--- src/rtl/riscv_ctrl_pkg.sv ---
// Shared types and encodings for the multi-cycle RV32I controller.
package riscv_ctrl_pkg;

  typedef enum logic [3:0] {
    S_IDLE   = 4'd0,
    S_FETCH  = 4'd1,
    S_DECODE = 4'd2,
    S_EXEC   = 4'd3,
    S_MEM    = 4'd4,
    S_WB     = 4'd5,
    S_TRAP   = 4'd6
  } state_t;

  localparam logic [6:0] OP_R      = 7'b0110011;
  localparam logic [6:0] OP_IALU   = 7'b0010011;
  localparam logic [6:0] OP_LOAD   = 7'b0000011;
  localparam logic [6:0] OP_STORE  = 7'b0100011;
  localparam logic [6:0] OP_BRANCH = 7'b1100011;
  localparam logic [6:0] OP_JALR   = 7'b1100111;
  localparam logic [6:0] OP_JAL    = 7'b1101111;
  localparam logic [6:0] OP_LUI    = 7'b0110111;

  typedef enum logic [2:0] {
    CL_R, CL_IALU, CL_LOAD, CL_STORE, CL_BRANCH, CL_JALR, CL_JAL, CL_LUI
  } instr_class_t;

  typedef enum logic [2:0] {
    IMM_I = 3'd0, IMM_I_SHAMT = 3'd1, IMM_S = 3'd2, IMM_B = 3'd3,
    IMM_J = 3'd4, IMM_U = 3'd5, IMM_NONE = 3'd7
  } imm_sel_t;

  typedef enum logic [3:0] {
    ALU_ADD = 4'd0, ALU_SUB = 4'd1, ALU_SLL = 4'd2, ALU_SLT = 4'd3, ALU_SLTU = 4'd4,
    ALU_XOR = 4'd5, ALU_SRL = 4'd6, ALU_SRA = 4'd7, ALU_OR = 4'd8, ALU_AND = 4'd9
  } alu_op_t;

  typedef enum logic [1:0] {PC_PLUS4 = 2'd0, PC_ALU = 2'd1, PC_ALU_ALIGN = 2'd2} pc_src_t;
  typedef enum logic [1:0] {WB_ALU = 2'd0, WB_MEM = 2'd1, WB_PC4 = 2'd2} wb_sel_t;
  typedef enum logic [1:0] {SRC_A_RS1 = 2'd0, SRC_A_PC = 2'd1, SRC_A_ZERO = 2'd2} src_a_t;

  localparam logic [1:0] SRC_B_RS2 = 2'd0;
  localparam logic [1:0] SRC_B_IMM = 2'd1;

  // alt picks SUB/SRA; callers only raise it where that alternate is legal
  function automatic logic [3:0] alu_from_f3(input logic [2:0] f3, input logic alt);
    case (f3)
      3'b000:  return alt ? ALU_SUB : ALU_ADD;
      3'b001:  return ALU_SLL;
      3'b010:  return ALU_SLT;
      3'b011:  return ALU_SLTU;
      3'b100:  return ALU_XOR;
      3'b101:  return alt ? ALU_SRA : ALU_SRL;
      3'b110:  return ALU_OR;
      default: return ALU_AND;
    endcase
  endfunction

endpackage

--- src/rtl/riscv_ctrl_decode.sv ---
// Combinational instruction classifier: class, ALU op, immediate format, illegal flag.
module riscv_ctrl_decode
  import riscv_ctrl_pkg::*;
(
  input  logic [31:0] instr,
  output logic [2:0]  cls,
  output logic [3:0]  alu_op,
  output logic [2:0]  imm_sel,
  output logic        illegal
);

  logic [6:0] opcode;
  logic [2:0] funct3;
  logic [6:0] funct7;
  logic       is_shift;
  logic       unused_fields;

  assign opcode        = instr[6:0];
  assign funct3        = instr[14:12];
  assign funct7        = instr[31:25];
  assign is_shift      = (funct3 == 3'b001) || (funct3 == 3'b101);
  assign unused_fields = ^{instr[24:15], instr[11:7]};

  always_comb begin
    cls     = CL_R;
    alu_op  = ALU_ADD;
    imm_sel = IMM_NONE;
    illegal = 1'b0;
    case (opcode)
      OP_R: begin
        cls     = CL_R;
        alu_op  = alu_from_f3(funct3, funct7[5]);
        imm_sel = is_shift ? IMM_I_SHAMT : IMM_I;
        if (funct7 == 7'h20) illegal = !((funct3 == 3'b000) || (funct3 == 3'b101));
        else                 illegal = (funct7 != 7'h00);
      end
      OP_IALU: begin
        cls     = CL_IALU;
        alu_op  = alu_from_f3(funct3, (funct3 == 3'b101) && funct7[5]);
        imm_sel = is_shift ? IMM_I_SHAMT : IMM_I;
        if (funct3 == 3'b001)      illegal = (funct7 != 7'h00);
        else if (funct3 == 3'b101) illegal = (funct7 != 7'h00) && (funct7 != 7'h20);
      end
      OP_LOAD: begin
        cls     = CL_LOAD;
        imm_sel = IMM_I;
        illegal = (funct3 == 3'b011) || (funct3 == 3'b110) || (funct3 == 3'b111);
      end
      OP_STORE: begin
        cls     = CL_STORE;
        imm_sel = IMM_S;
        illegal = (funct3 > 3'd2);
      end
      OP_BRANCH: begin
        cls     = CL_BRANCH;
        imm_sel = IMM_B;
        illegal = (funct3 == 3'b010) || (funct3 == 3'b011);
      end
      OP_JALR: begin
        cls     = CL_JALR;
        imm_sel = IMM_I;
        illegal = (funct3 != 3'b000);
      end
      OP_JAL: begin
        cls     = CL_JAL;
        imm_sel = IMM_J;
      end
      OP_LUI: begin
        cls     = CL_LUI;
        imm_sel = IMM_U;
      end
      default: illegal = 1'b1;
    endcase
  end

endmodule

--- src/rtl/riscv_mc_control.sv ---
// Multi-cycle RV32I control FSM sharing one memory port between fetch and data access.
//   state  | meaning
//   IDLE   | one cycle after reset before the first fetch
//   FETCH  | instruction read on the shared port, IR loads on mem_ready
//   DECODE | classify IR, illegal encodings park in TRAP
//   EXEC   | ALU step; ALU/jump/branch retire here, load/store go to MEM
//   MEM    | data access using the ALU address
//   WB     | load data written to the register file
//   TRAP   | illegal instruction or bus timeout, held until reset
module riscv_mc_control
  import riscv_ctrl_pkg::*;
#(
  parameter int TIMEOUT = 255
) (
  input  logic        clk,
  input  logic        rst_n,
  input  logic [31:0] instr,
  input  logic        branch_taken,
  input  logic        mem_ready,
  output logic        mem_req,
  output logic        mem_we,
  output logic        mem_addr_sel,
  output logic        ir_we,
  output logic        pc_we,
  output logic [1:0]  pc_src,
  output logic [2:0]  imm_sel,
  output logic [1:0]  alu_src_a,
  output logic [1:0]  alu_src_b,
  output logic [3:0]  alu_op,
  output logic        reg_we,
  output logic [1:0]  wb_sel,
  output logic        illegal,
  output logic        bus_err,
  output logic [3:0]  state_o
);

  localparam logic [15:0] TO_LAST = 16'(TIMEOUT - 1);

  state_t      state, state_next;
  logic [15:0] to_cnt, to_cnt_next;
  logic [2:0]  dec_cls;
  logic [3:0]  dec_alu_op;
  logic [2:0]  dec_imm_sel;
  logic        dec_illegal;
  logic        waiting;
  logic        timed_out;

  riscv_ctrl_decode u_decode (
    .instr   (instr),
    .cls     (dec_cls),
    .alu_op  (dec_alu_op),
    .imm_sel (dec_imm_sel),
    .illegal (dec_illegal)
  );

  assign state_o   = state;
  assign waiting   = (state == S_FETCH) || (state == S_MEM);
  // a ready in the final allowed cycle still completes, so the trap needs ready low
  assign timed_out = (TIMEOUT != 0) && waiting && !mem_ready && (to_cnt == TO_LAST);

  always_ff @(posedge clk) begin
    if (!rst_n) begin
      state   <= S_IDLE;
      to_cnt  <= '0;
      illegal <= 1'b0;
      bus_err <= 1'b0;
    end else begin
      state  <= state_next;
      to_cnt <= to_cnt_next;
      if ((state == S_DECODE) && dec_illegal) illegal <= 1'b1;
      if (timed_out) bus_err <= 1'b1;
    end
  end

  always_comb begin
    to_cnt_next = '0;
    if (waiting && !mem_ready && (state_next == state)) to_cnt_next = to_cnt + 16'd1;
  end

  always_comb begin
    state_next   = state;
    mem_req      = 1'b0;
    mem_we       = 1'b0;
    mem_addr_sel = 1'b0;
    ir_we        = 1'b0;
    pc_we        = 1'b0;
    pc_src       = PC_PLUS4;
    imm_sel      = IMM_NONE;
    alu_src_a    = SRC_A_RS1;
    alu_src_b    = SRC_B_RS2;
    alu_op       = ALU_ADD;
    reg_we       = 1'b0;
    wb_sel       = WB_ALU;

    // MEM keeps the EXEC operand selects so the data address stays put
    if ((state == S_EXEC) || (state == S_MEM)) begin
      imm_sel   = dec_imm_sel;
      alu_op    = dec_alu_op;
      alu_src_b = (dec_cls == CL_R) ? SRC_B_RS2 : SRC_B_IMM;
      if ((dec_cls == CL_BRANCH) || (dec_cls == CL_JAL)) alu_src_a = SRC_A_PC;
      else if (dec_cls == CL_LUI)                         alu_src_a = SRC_A_ZERO;
    end

    case (state)
      S_IDLE: state_next = S_FETCH;
      S_FETCH: begin
        mem_req = 1'b1;
        if (timed_out) state_next = S_TRAP;
        else if (mem_ready) begin
          ir_we      = 1'b1;
          state_next = S_DECODE;
        end
      end
      S_DECODE: state_next = dec_illegal ? S_TRAP : S_EXEC;
      S_EXEC: begin
        state_next = S_FETCH;
        case (dec_cls)
          CL_R, CL_IALU, CL_LUI: begin
            reg_we = 1'b1;
            pc_we  = 1'b1;
          end
          CL_BRANCH: begin
            pc_we  = 1'b1;
            pc_src = branch_taken ? PC_ALU : PC_PLUS4;
          end
          CL_JAL: begin
            reg_we = 1'b1;
            wb_sel = WB_PC4;
            pc_we  = 1'b1;
            pc_src = PC_ALU;
          end
          CL_JALR: begin
            reg_we = 1'b1;
            wb_sel = WB_PC4;
            pc_we  = 1'b1;
            pc_src = PC_ALU_ALIGN;
          end
          default: state_next = S_MEM;
        endcase
      end
      S_MEM: begin
        mem_req      = 1'b1;
        mem_addr_sel = 1'b1;
        mem_we       = (dec_cls == CL_STORE);
        if (timed_out) state_next = S_TRAP;
        else if (mem_ready) begin
          if (dec_cls == CL_STORE) begin
            pc_we      = 1'b1;
            state_next = S_FETCH;
          end else begin
            state_next = S_WB;
          end
        end
      end
      S_WB: begin
        reg_we     = 1'b1;
        wb_sel     = WB_MEM;
        pc_we      = 1'b1;
        state_next = S_FETCH;
      end
      S_TRAP:  state_next = S_TRAP;
      default: state_next = S_IDLE;
    endcase
  end

endmodule

--- config.mk ---
export PLATFORM = sky130hd
export DESIGN_NAME = riscv_mc_control
export DESIGN_NICKNAME = d
export VERILOG_FILES = /design/src/rtl/riscv_ctrl_pkg.sv /design/src/rtl/riscv_ctrl_decode.sv /design/src/rtl/riscv_mc_control.sv
export SDC_FILE = /design/constraint.sdc
export NUM_CORES = 1
export LEC_CHECK = 0
export ABC_AREA = 1
export BUFFER_PORTS_ARGS = -buffer_cell sky130_fd_sc_hd__buf_2
export CAP_MARGIN = 10
export CORE_MARGIN = 4
export CORE_UTILIZATION = 51
export CTS_CLUSTER_SIZE = 40
export DETAILED_ROUTE_END_ITERATION = 7
export GPL_TIMING_DRIVEN = 1
export HOLD_SLACK_MARGIN = 0.02
export PLACE_DENSITY = 0.78
export RECOVER_POWER = 50
export SETUP_SLACK_MARGIN = 0.02
export SYNTH_ARGS = -nofsm -noshare
export SYNTH_HDL_FRONTEND = slang
export SYNTH_HIERARCHICAL = 1
export SYNTH_SLANG_ARGS = --single-unit
--- constraint.sdc ---
create_clock -name clk -period 2.8 [get_ports clk]
set_input_delay 0.28 -clock clk [delete_from_list [all_inputs] [get_ports clk]]
set_output_delay 0.28 -clock clk [all_outputs]
set_load 0.005 [all_outputs]
==> metrics.sh <==
INITIAL_CORE_UTIL_PCT=54.16
STARTPOINT_TYPE='input port'
DRT_ITER0_MARKERS=96
NNETSFINAL=382
FINAL_CELL_AREA_UM2=2160
POWER_PER_CELL_AREA_nW_PER_UM2=289.8
CLOCK_TREE_ROOT_DRIVER_CELL='sky130_fd_sc_hd__clkbuf_8'
ROUTE.DETAILED.WL_PER_INST_UM=9.748
DIE_WIDTH_UM=68.46
GRT_MAX_DEGREE=17
HOLD_VIOL_FINAL=0
POST_SYNTH_INSTANCE_AREA_UM2=1864
PIN_COUNT=63
SYN-INSTANCE-COUNT=294
MIN_DELAY_PATH_DEPTH=3
TIMING.RR.END='to_cnt[2]'
R2R-START='state_o[2]'
NUMBER_OF_ENABLE_TYPE_REGISTER_CELLS_IN_THE_SYNTHESIZED_NETLIST=0
PORT_BUFFERS=46
SEQ_TOTAL_AREA_YOSYS_PCT=23.62
RSZ0062_AT_GRT='false'
POSTCTSSETUPREPAIRBUFS=0
GP_CONGESTION=0.8422
GLOBAL_ROUTE_WIRE_LENGTH_BEFORE_REPAIR_MM=6.417
GLOBALROUTEOVERFLOWTOTAL=0
PLACEMENT.SETUP.WORST_SLACK_NS=0.2295
CTSLONGESTPATHBUFFERS=2
CTSHTREEMAXLEVEL=1
PATH_CLASS='in -> out'
STATUS='finished clean'
ROUTE.DETAILED.DRC=0
KIND_OF_END_POINT_OF_THE_CRITICAL_PATH='primary output'
ANTENNADIODECOUNT=0
SYNTH_TOP_AREA_SHARE_PCT=23.62
FINALWORSTSETUPSLACK_NS=0.3444
HOLD_PATH_END='state_o[1]'
WORSTPATHREQUIRED_NS=2.52
MIN_PERIOD_NS=2.456
CRITPATHMAXFANOUT=8
YOSYSTOPAREACELL='sky130_fd_sc_hd__dfxtp_1'
CRITPATHARRIVALTIME_NS=2.18
YS.WARNINGS.COUNT=6
AREA_OF_THE_DIE_UM2=4687
AREA_GROWTH_SYN_TO_LAYOUT_PCT=15.84
FLOORPLAN.ROWS=21
RR_WORST_DEPTH=9
WORSTHOLDPATHTYPE='in -> reg'
SYNTHTOPCELLSBYCOUNT='sky130_fd_sc_hd__nand2_1, sky130_fd_sc_hd__nor2_1, sky130_fd_sc_hd__inv_1, sky130_fd_sc_hd__dfxtp_1, sky130_fd_sc_hd__nand3_1'
SLEW_HEADROOM_PCT=52.67
HOLD_PATH_STARTPOINT='rst_n'
YOSYSMOSTFREQUENTCELL='sky130_fd_sc_hd__nand2_1'
FIRST_GLOBAL_VIAS=1581
POST_ROUTE_CELLS_DRIVE_ABOVE_1_SHARE_PCT=24.20
TOTALNEGATIVESETUPSLACK_NS=0
GRT_UTIL_OVERALL_PCT=17.31
YS_ASYNC_SR_FRACTION_PCT=0
WIRELENGTH_MM=3.792
TIGHTEST_SLEW_NS=0.7025
FINAL.SETUP_SKEW_NS=0.001993
CTS_SINKS=22
WORST_IR_DROP_VDD_uV=146.2
MAX-CAP-VIOLATIONS=0
VIASPERCELL=4.805
FINAL_COUNT_OF_PINS_VIOLATING_MAX_SLEW=0
HPWLAFTERDP_MM=3.103
SYN_AVG_CELL_AREA_UM2=6.341
MAX_FREQ_MHz=407.2
CTS_TREE='built'
CLOCK_LATENCY_NS=0.27
WORST-R2R-SETUP-SLACK_NS=0.98
MIN_PERIOD_OVER_PERIOD_PCT=87.70
DETAIL_ROUTE.FIRST_PASS.ITERATIONS=4
DETAILROUTE.VIA_COUNT=1869
CTS_RESIZED=0
SETUP-VIOLATIONS-FINAL=0
HOLD_BUFFERS=0
PLACED_AREA_UM2=2128
CLK_PIN_SLEW_NS=0.07
POSTSYNTH.TOPFLOPCELL='sky130_fd_sc_hd__dfxtp_1'
SYNTH-SEQ-CELLS=22
COREAREA_UM2=3442
P_LEAK_nW=0.9590
DETAIL-ROUTE-ANTENNA-NETS=0
ANTENNA_FOUND_INITIAL=0
TRITONCTS.NUM_BUFFERS=3
FLOORPLAN.DIE.HEIGHT_UM=68.46
SYNTHDISTINCTLIBCELLS=35
CRIT_PATH_START='instr[3]'
YOSYS-TOP-CELLS-AREA='sky130_fd_sc_hd__dfxtp_1, sky130_fd_sc_hd__nand2_1, sky130_fd_sc_hd__nor2_1, sky130_fd_sc_hd__inv_1, sky130_fd_sc_hd__nor2_4'
WORST_HOLD_SLACK_NS=0.2089
-- critical path, cell delays in order --
cell and delay [ns]:
sky130_fd_sc_hd__buf_2 0.10, sky130_fd_sc_hd__inv_1 0.08, sky130_fd_sc_hd__nand2_1 0.09, sky130_fd_sc_hd__nor2_4 0.19, sky130_fd_sc_hd__nand2_1 0.11, sky130_fd_sc_hd__o21ai_0 0.58
sky130_fd_sc_hd__inv_1 0.15, sky130_fd_sc_hd__o21ai_0 0.35, sky130_fd_sc_hd__o21ai_0 0.12, sky130_fd_sc_hd__buf_2 0.14
-- stage by stage --
step	cells	total power, mW	util, %
after detailed placement	385	0.4082	61.83
after global routing	389	0.6570	62.74
after global placement	385	0.4068	61.83
final	389	0.6258	62.74
after floorplan	295	0.3768	-
after CTS	389	0.6321	63.43
-- final cells by class --
class	instances	area [um^2]
fill	331	1282
tap	46	57.56
multi-input combinational	220	1194
clock buffer	4	55.05
inverter	51	191.4
timing repair buffer	46	221.5
sequential	22	440.4
-- worst max path at each step --
| stage | endpoint | cells after the start |
|---|---|---|
| final | reg_we | 10 |
| after global routing | reg_we | 10 |
| after CTS | pc_we | 10 |
| after detailed placement | to_cnt[5] | 15 |
| after global placement | to_cnt[15] | 15 |
| after floorplan | to_cnt[8] | 14 |
-- registers in the layout (all words and copies together), names as in the netlist --
register  count
to_cnt       16
state_o       4
bus_err       1
illegal       1
-- metal layers --
layer / wire (um) / GRT usage (%) / part of all wire (%)
met1: 1723 / 21.75 / 45
met2: 1831 / 30.15 / 48
met3: 212 / 3.612 / 5.6
met4: 25 / 3.474 / 0.66
met5: 0 / 0 / 0
-- power breakdown --
group	leakage [nW]	internal, mW	switching [mW]
sequential	0.178	0.315	0.00338
combinational	0.752	0.0297	0.0508
clock	0.0288	0.126	0.101
total	0.959	0.471	0.155
-- cell usage in the layout, fill, tap and decap left out, drive strengths merged --
| cell | count |
|---|---|
| nor2 | 71 |
| nand2 | 66 |
| inv | 49 |
| buf | 38 |
| nand3 | 25 |
| dfxtp | 22 |
| clkbuf | 12 |
| xor2 | 10 |
| a21oi | 9 |
| nor3 | 8 |
| o21ai | 7 |
| nand4 | 5 |
| xnor2 | 4 |
| or2 | 3 |
| nor4 | 2 |
| clkinv | 2 |
| ha | 2 |
| conb | 2 |
| nand3b | 1 |
| a31oi | 1 |
| o211ai | 1 |
| a41oi | 1 |
| o21bai | 1 |
| nor3b | 1 |
-- logic make-up after synthesis --
family	synth area share, %
AO/OA/AOI/OAI	6.712
XOR/XNOR	6.577
adder cells (fa/ha/maj)	1.342
buffers and inverters	11.74
flip-flops	23.62
other	0.2011
AND/OR/NAND/NOR	49.80
No activity file was read; power rests on OpenSTA's default activity.
